==> config.mk <==
export PLATFORM = sky130hd
export DESIGN_NAME = store_merge_unit
export DESIGN_NICKNAME = d
export VERILOG_FILES = /design/src/rtl/store_merge_unit.sv
export SDC_FILE = /design/constraint.sdc
export NUM_CORES = 1
export LEC_CHECK = 0
export ABC_CLOCK_PERIOD_IN_PS = 6350
export BUFFER_PORTS_ARGS = -buffer_cell sky130_fd_sc_hd__buf_2
export CORE_AREA = 2 2 116 118
export CTS_CLUSTER_DIAMETER = 100
export CTS_CLUSTER_SIZE = 10
export DETAILED_ROUTE_END_ITERATION = 6
export DIE_AREA = 0 0 118 120
export PLACE_DENSITY = 0.75
export SYNTH_ARGS = -nofsm -noshare
export SYNTH_HDL_FRONTEND = slang
export SYNTH_SLANG_ARGS = --single-unit
==> constraint.sdc <==
create_clock -name clk -period 6.35 [get_ports clk]
set_clock_uncertainty 0.15 [all_clocks]
set_input_delay 0.3175 -clock clk [delete_from_list [all_inputs] [get_ports clk]]
set_output_delay 0.3175 -clock clk [all_outputs]
set_load 0.02 [all_outputs]
==> src/rtl/store_merge_unit.sv <==
// Store path for sw/sh/sb: aligned sw writes directly, sh/sb do read-modify-write on the aligned word.
// Optional macro STORE_BYTE_LANES_EN adds mem_be and lets sh/sb write directly with byte enables.
module store_merge_unit #(
  parameter int unsigned MEM_LAT = 1
) (
  input  logic        clk,
  input  logic        reset,
  input  logic        start,
  input  logic [1:0]  store_op,
  input  logic [31:0] addr,
  input  logic [31:0] wdata,
  output logic        busy,
  output logic        done,
  output logic        misalign,
  output logic [31:0] mem_addr,
  output logic        mem_we,
  output logic [31:0] mem_wdata,
`ifdef STORE_BYTE_LANES_EN
  output logic [3:0]  mem_be,
`endif
  input  logic [31:0] mem_rdata
);

  localparam int unsigned CNT_W = 2;
  localparam logic [1:0]  OP_SW = 2'b00;
  localparam logic [1:0]  OP_SH = 2'b01;
  localparam logic [1:0]  OP_SB = 2'b10;
  localparam logic [1:0]  OP_IL = 2'b11;

  typedef enum logic [2:0] {S_IDLE, S_READ, S_WRITE, S_FIN, S_ERR} state_t;

  state_t      r_state;
  logic        r_busy;
  logic        r_done;
  logic        r_misalign;
  logic [31:0] r_mem_addr;
  logic        r_mem_we;
  logic [31:0] r_mem_wdata;
  logic        w_err;

  // Alignment faults and the illegal opcode all divert to ERR
  assign w_err = (store_op == OP_IL) ||
                 ((store_op == OP_SW) && (addr[1:0] != 2'b00)) ||
                 ((store_op == OP_SH) && addr[0]);

`ifdef STORE_BYTE_LANES_EN
  logic [3:0]  r_mem_be;
  logic [3:0]  w_be;
  logic [31:0] w_rep;

  always_comb begin
    w_be  = 4'b1111;
    w_rep = wdata;
    if (store_op == OP_SH) begin
      w_be  = addr[1] ? 4'b1100 : 4'b0011;
      w_rep = {2{wdata[15:0]}};
    end else if (store_op == OP_SB) begin
      w_be  = 4'(4'b0001 << addr[1:0]);
      w_rep = {4{wdata[7:0]}};
    end
  end

  assign mem_be = r_mem_be;
`else
  logic [1:0]       r_op;
  logic [1:0]       r_lane;
  logic [15:0]      r_wdata;
  logic [CNT_W-1:0] r_cnt;
  logic [31:0]      w_merged;

  // Overlay the target byte/halfword lane onto the word read back from memory
  always_comb begin
    w_merged = mem_rdata;
    if (r_op == OP_SB)
      w_merged[{r_lane, 3'b000} +: 8] = r_wdata[7:0];
    else
      w_merged[{r_lane[1], 4'b0000} +: 16] = r_wdata;
  end
`endif

  always_ff @(posedge clk or negedge reset) begin
    if (!reset) begin
      r_state     <= S_IDLE;
      r_busy      <= 1'b0;
      r_done      <= 1'b0;
      r_misalign  <= 1'b0;
      r_mem_addr  <= 32'h0;
      r_mem_we    <= 1'b0;
      r_mem_wdata <= 32'h0;
`ifdef STORE_BYTE_LANES_EN
      r_mem_be    <= 4'b0000;
`else
      r_op        <= OP_SW;
      r_lane      <= 2'b00;
      r_wdata     <= 16'h0;
      r_cnt       <= '0;
`endif
    end else begin
      r_done     <= 1'b0;
      r_misalign <= 1'b0;
      r_mem_we   <= 1'b0;
`ifdef STORE_BYTE_LANES_EN
      r_mem_be   <= 4'b0000;
`endif
      case (r_state)
        S_IDLE: begin
          if (start) begin
            r_busy     <= 1'b1;
            r_mem_addr <= {addr[31:2], 2'b00};
`ifndef STORE_BYTE_LANES_EN
            r_op       <= store_op;
            r_lane     <= addr[1:0];
            r_wdata    <= wdata[15:0];
`endif
            if (w_err) begin
              r_state    <= S_ERR;
              r_done     <= 1'b1;
              r_misalign <= (store_op != OP_IL);
            end else if (store_op == OP_SW) begin
              r_state     <= S_WRITE;
              r_mem_we    <= 1'b1;
              r_mem_wdata <= wdata;
`ifdef STORE_BYTE_LANES_EN
              r_mem_be    <= 4'b1111;
`endif
            end else begin
`ifdef STORE_BYTE_LANES_EN
              r_state     <= S_WRITE;
              r_mem_we    <= 1'b1;
              r_mem_wdata <= w_rep;
              r_mem_be    <= w_be;
`else
              r_state     <= S_READ;
              r_cnt       <= CNT_W'(MEM_LAT - 1);
`endif
            end
          end
        end
        S_READ: begin
`ifndef STORE_BYTE_LANES_EN
          if (r_cnt == '0) begin
            r_state     <= S_WRITE;
            r_mem_we    <= 1'b1;
            r_mem_wdata <= w_merged;
          end else begin
            r_cnt <= r_cnt - CNT_W'(1);
          end
`else
          r_state <= S_IDLE;
          r_busy  <= 1'b0;
`endif
        end
        S_WRITE: begin
          r_state <= S_FIN;
          r_done  <= 1'b1;
        end
        S_FIN, S_ERR: begin
          r_state <= S_IDLE;
          r_busy  <= 1'b0;
        end
        default: begin
          r_state <= S_IDLE;
          r_busy  <= 1'b0;
        end
      endcase
    end
  end

  assign busy      = r_busy;
  assign done      = r_done;
  assign misalign  = r_misalign;
  assign mem_addr  = r_mem_addr;
  assign mem_we    = r_mem_we;
  assign mem_wdata = r_mem_wdata;

endmodule

==> qor.yml <==
critPathArrivalTime_ps: 3250
synth_top_area_share_pct: 45.05
syn_area_um2: 5055
grt_pass1_wl_um: 21810
wire_per_inst_um: 17.25
drv_cap: 0
r2r-end: "mem_wdata[27]"
end_kind: "flip-flop"
core_area_um2: 12980
vias_per_cell: 5.380
max_freq_mhz: 321.0
netlist_top_cells_area: "dfrtp_1 (45%), mux2_2 (14%), o22a_1 (5.5%)"
final_cells: 792
clk_pin_slew_ps: 70
postSynthAreaPerCell_um2: 10.80
power_density_nw_per_um2: 544.5
holdBufCountCts: 0
fin_tns_setup_ps: 0
hold_violations: 0
rows: 42
worst_hold_slack_ps: 46.46
track_usage_pct: 19.54
grt_pass1_vias: 4244
final_cell_mix: "buf_2 (165), dfrtp_1 (91), mux2_2 (64), inv_1 (39)"
clk_path_buf_depth: 2
crit_path_top_delay_cell: "dfrtp_1"
status: "finished clean"
cp.required_ps: 6480
timing.final.crit_period_ps: 3115
cp-endpoint: "mem_wdata[27]"
io_buffers: 166
routed_wl_um: 13660
dp.cells: 776
timing.final.crit_share_pct: 49.06
initial_core_util_pct: 38.94
htreeDepth: 3
synthCells: 468
critPathMaxStageDelay_ps: 640
worstSetupPathType: "reg -> reg"
synth_seq_cells: 91
drtIter0Drc: 208
grt_antenna_before_repair: 1
cts.sinks: 91
yosys.area.top_type: "dfrtp_1"
first_pass_iters: 4
area_growth_pct: 22.35
ant_nets: 0
post-route-util_pct: 47.65
r2r_cells: 7
numCtsBuffers: 9
holdCritPathClass: "in -> async"
r2r_setup_slack_ps: 3230
die_h_um: 120
p_leak_uw: 0.002781
cts-root-buf: "clkbuf_16"
layout_commonest_cell: "buf_2"
fin_nets: 718
seq_area_frac_synth_pct: 45.05
drv_slew: 0
max-slew-margin-rel_pct: 23.42
fp.dieArea_um2: 14160
netlist-cell-type-count: 39
layout-drive-gt1-share_pct: 40.98
die_w_um: 118
vias: 4261
cts_tree: "done"
fill_cells: 1221
gr-total-overflow: 0
finalSetupViolCount: 0
drc: 0
detailed_place_hpwl_um: 9857
cts_resized: 0
rr_startpoint: "r_lane[1]"
gp_congestion: 0.8720
yosysWarnings: 0
postCtsSetupBuffers: 0
path_max_fanout: 27
worstPathCellList: "buf_4 -> inv_1 -> ha_1 -> nor2b_1 -> a311oi_1 -> a211oi_1 -> o22a_1"
io_pins: 169
critPathLaunchType: "flip-flop"
cp-startpoint: "r_lane[1]"
clk_latency_ps: 340
tightest_slew_ps: 1149
rsz0062_at_grt: "no"
vdd_drop_max_mv: 0.2418
grt_max_degree: 92
-- cell usage after synthesis, drive strengths merged --
cell and count:
o21a 2, nor4b 2, o22a 32, a2bb2oi 1, and2 3, nor2 4
a221oi 9, ha 6, nand2 4, nor2b 12, a31oi 16, o21ai 53
nand4 16, o31ai 2, conb 1, a21oi 2, a311oi 8, and4bb 1
clkbuf 16, nor4 1, inv 39, a22o 1, buf 24, dfrtp 91
a211oi 18, nand2b 18, nor3 1, mux2 64, mux2i 16, nor3b 2
o211ai 2, nand3 1
-- power breakdown --
group / switching (uW) / leakage [uW] / internal, uW
combinational: 992 / 0.00159 / 745
sequential: 253 / 0.00106 / 876
clock: 215 / 0.000133 / 286
total: 1460 / 0.00278 / 1910
-- final cells by class --
cell class,count,area (um2),area share (%)
Inverter,39,146.4,2.367
Tap cell,176,220.2,3.561
Sequential cell,91,2277,36.82
Multi-Input combinational cell,299,2395,38.72
Clock buffer,14,264.0,4.269
Timing Repair Buffer,171,870.8,14.08
Clock inverter,1,8.758,0.1416
Antenna cell,1,2.502,0.04046
-- how the worst min path moves through the flow --
stage / startpoint / end / slack [ps] / cells after the start
2_1_floorplan: reset / busy / -130 / 0
3_3_place_gp: r_cnt[0] / r_cnt[0] / 320 / 1
3_5_place_dp: mem_addr[25] / mem_addr[25] / 340 / 1
4_1_cts: addr[8] / mem_addr[8] / 40 / 2
5_1_grt: addr[7] / mem_addr[7] / 50 / 2
6_report: reset / mem_addr[14] / 50 / 1
-- routing by layer --
layer / up-vias / share of wire (%) / track usage, %
li1: 2016 / - / -
met1: 2038 / 43 / 24.45
met2: 178 / 46 / 31.03
met3: 27 / 8.1 / 5.941
met4: 2 / 2.9 / 9.111
met5: - / 0.095 / 0
-- per-stage QoR --
step	setup slack (ps)	area (um2)	power, uW
5_1_grt	3070	6182	3579
2_1_floorplan	4057	5059	2390
3_5_place_dp	3314	5909	2873
6_report	3235	6185	3367
3_3_place_gp	3420	5909	2794
4_1_cts	3297	6182	3388
-- worst max-delay path, delay by kind of cell (launching register included) --
| family | cells | cell delay, ps |
|---|---|---|
| and+or+nand+nor | 1 | 480 |
| DFF | 1 | 640 |
| buffers and inverters | 2 | 600 |
| AOI/OAI and AO/OA | 3 | 750 |
| adders and majority gates | 1 | 430 |
-- logic make-up (layout without fill, tap and decap cells) --
| logic type | after synthesis | count (layout) | synth area share [%] |
|---|---|---|---|
| compound gates | 146 | 146 | 19.90 |
| fa+ha+maj | 6 | 6 | 1.485 |
| buf+inv | 79 | 225 | 7.847 |
| flops | 91 | 91 | 45.05 |
| mux | 80 | 80 | 17.43 |
| other cells | 1 | 3 | 0.07419 |
| simple gates | 65 | 65 | 8.218 |
-- flip-flops by register name, summed over array words and instances, names as in the netlist --
| register | count |
|---|---|
| misalign | 1 |
| r_op | 2 |
| mem_wdata | 32 |
| done | 1 |
| mem_addr | 30 |
| r_cnt | 2 |
| r_lane | 2 |
| r_wdata | 16 |
| mem_we | 1 |
| busy | 1 |
| r_state | 3 |
Note: power is estimated with default switching activity, not from simulation.
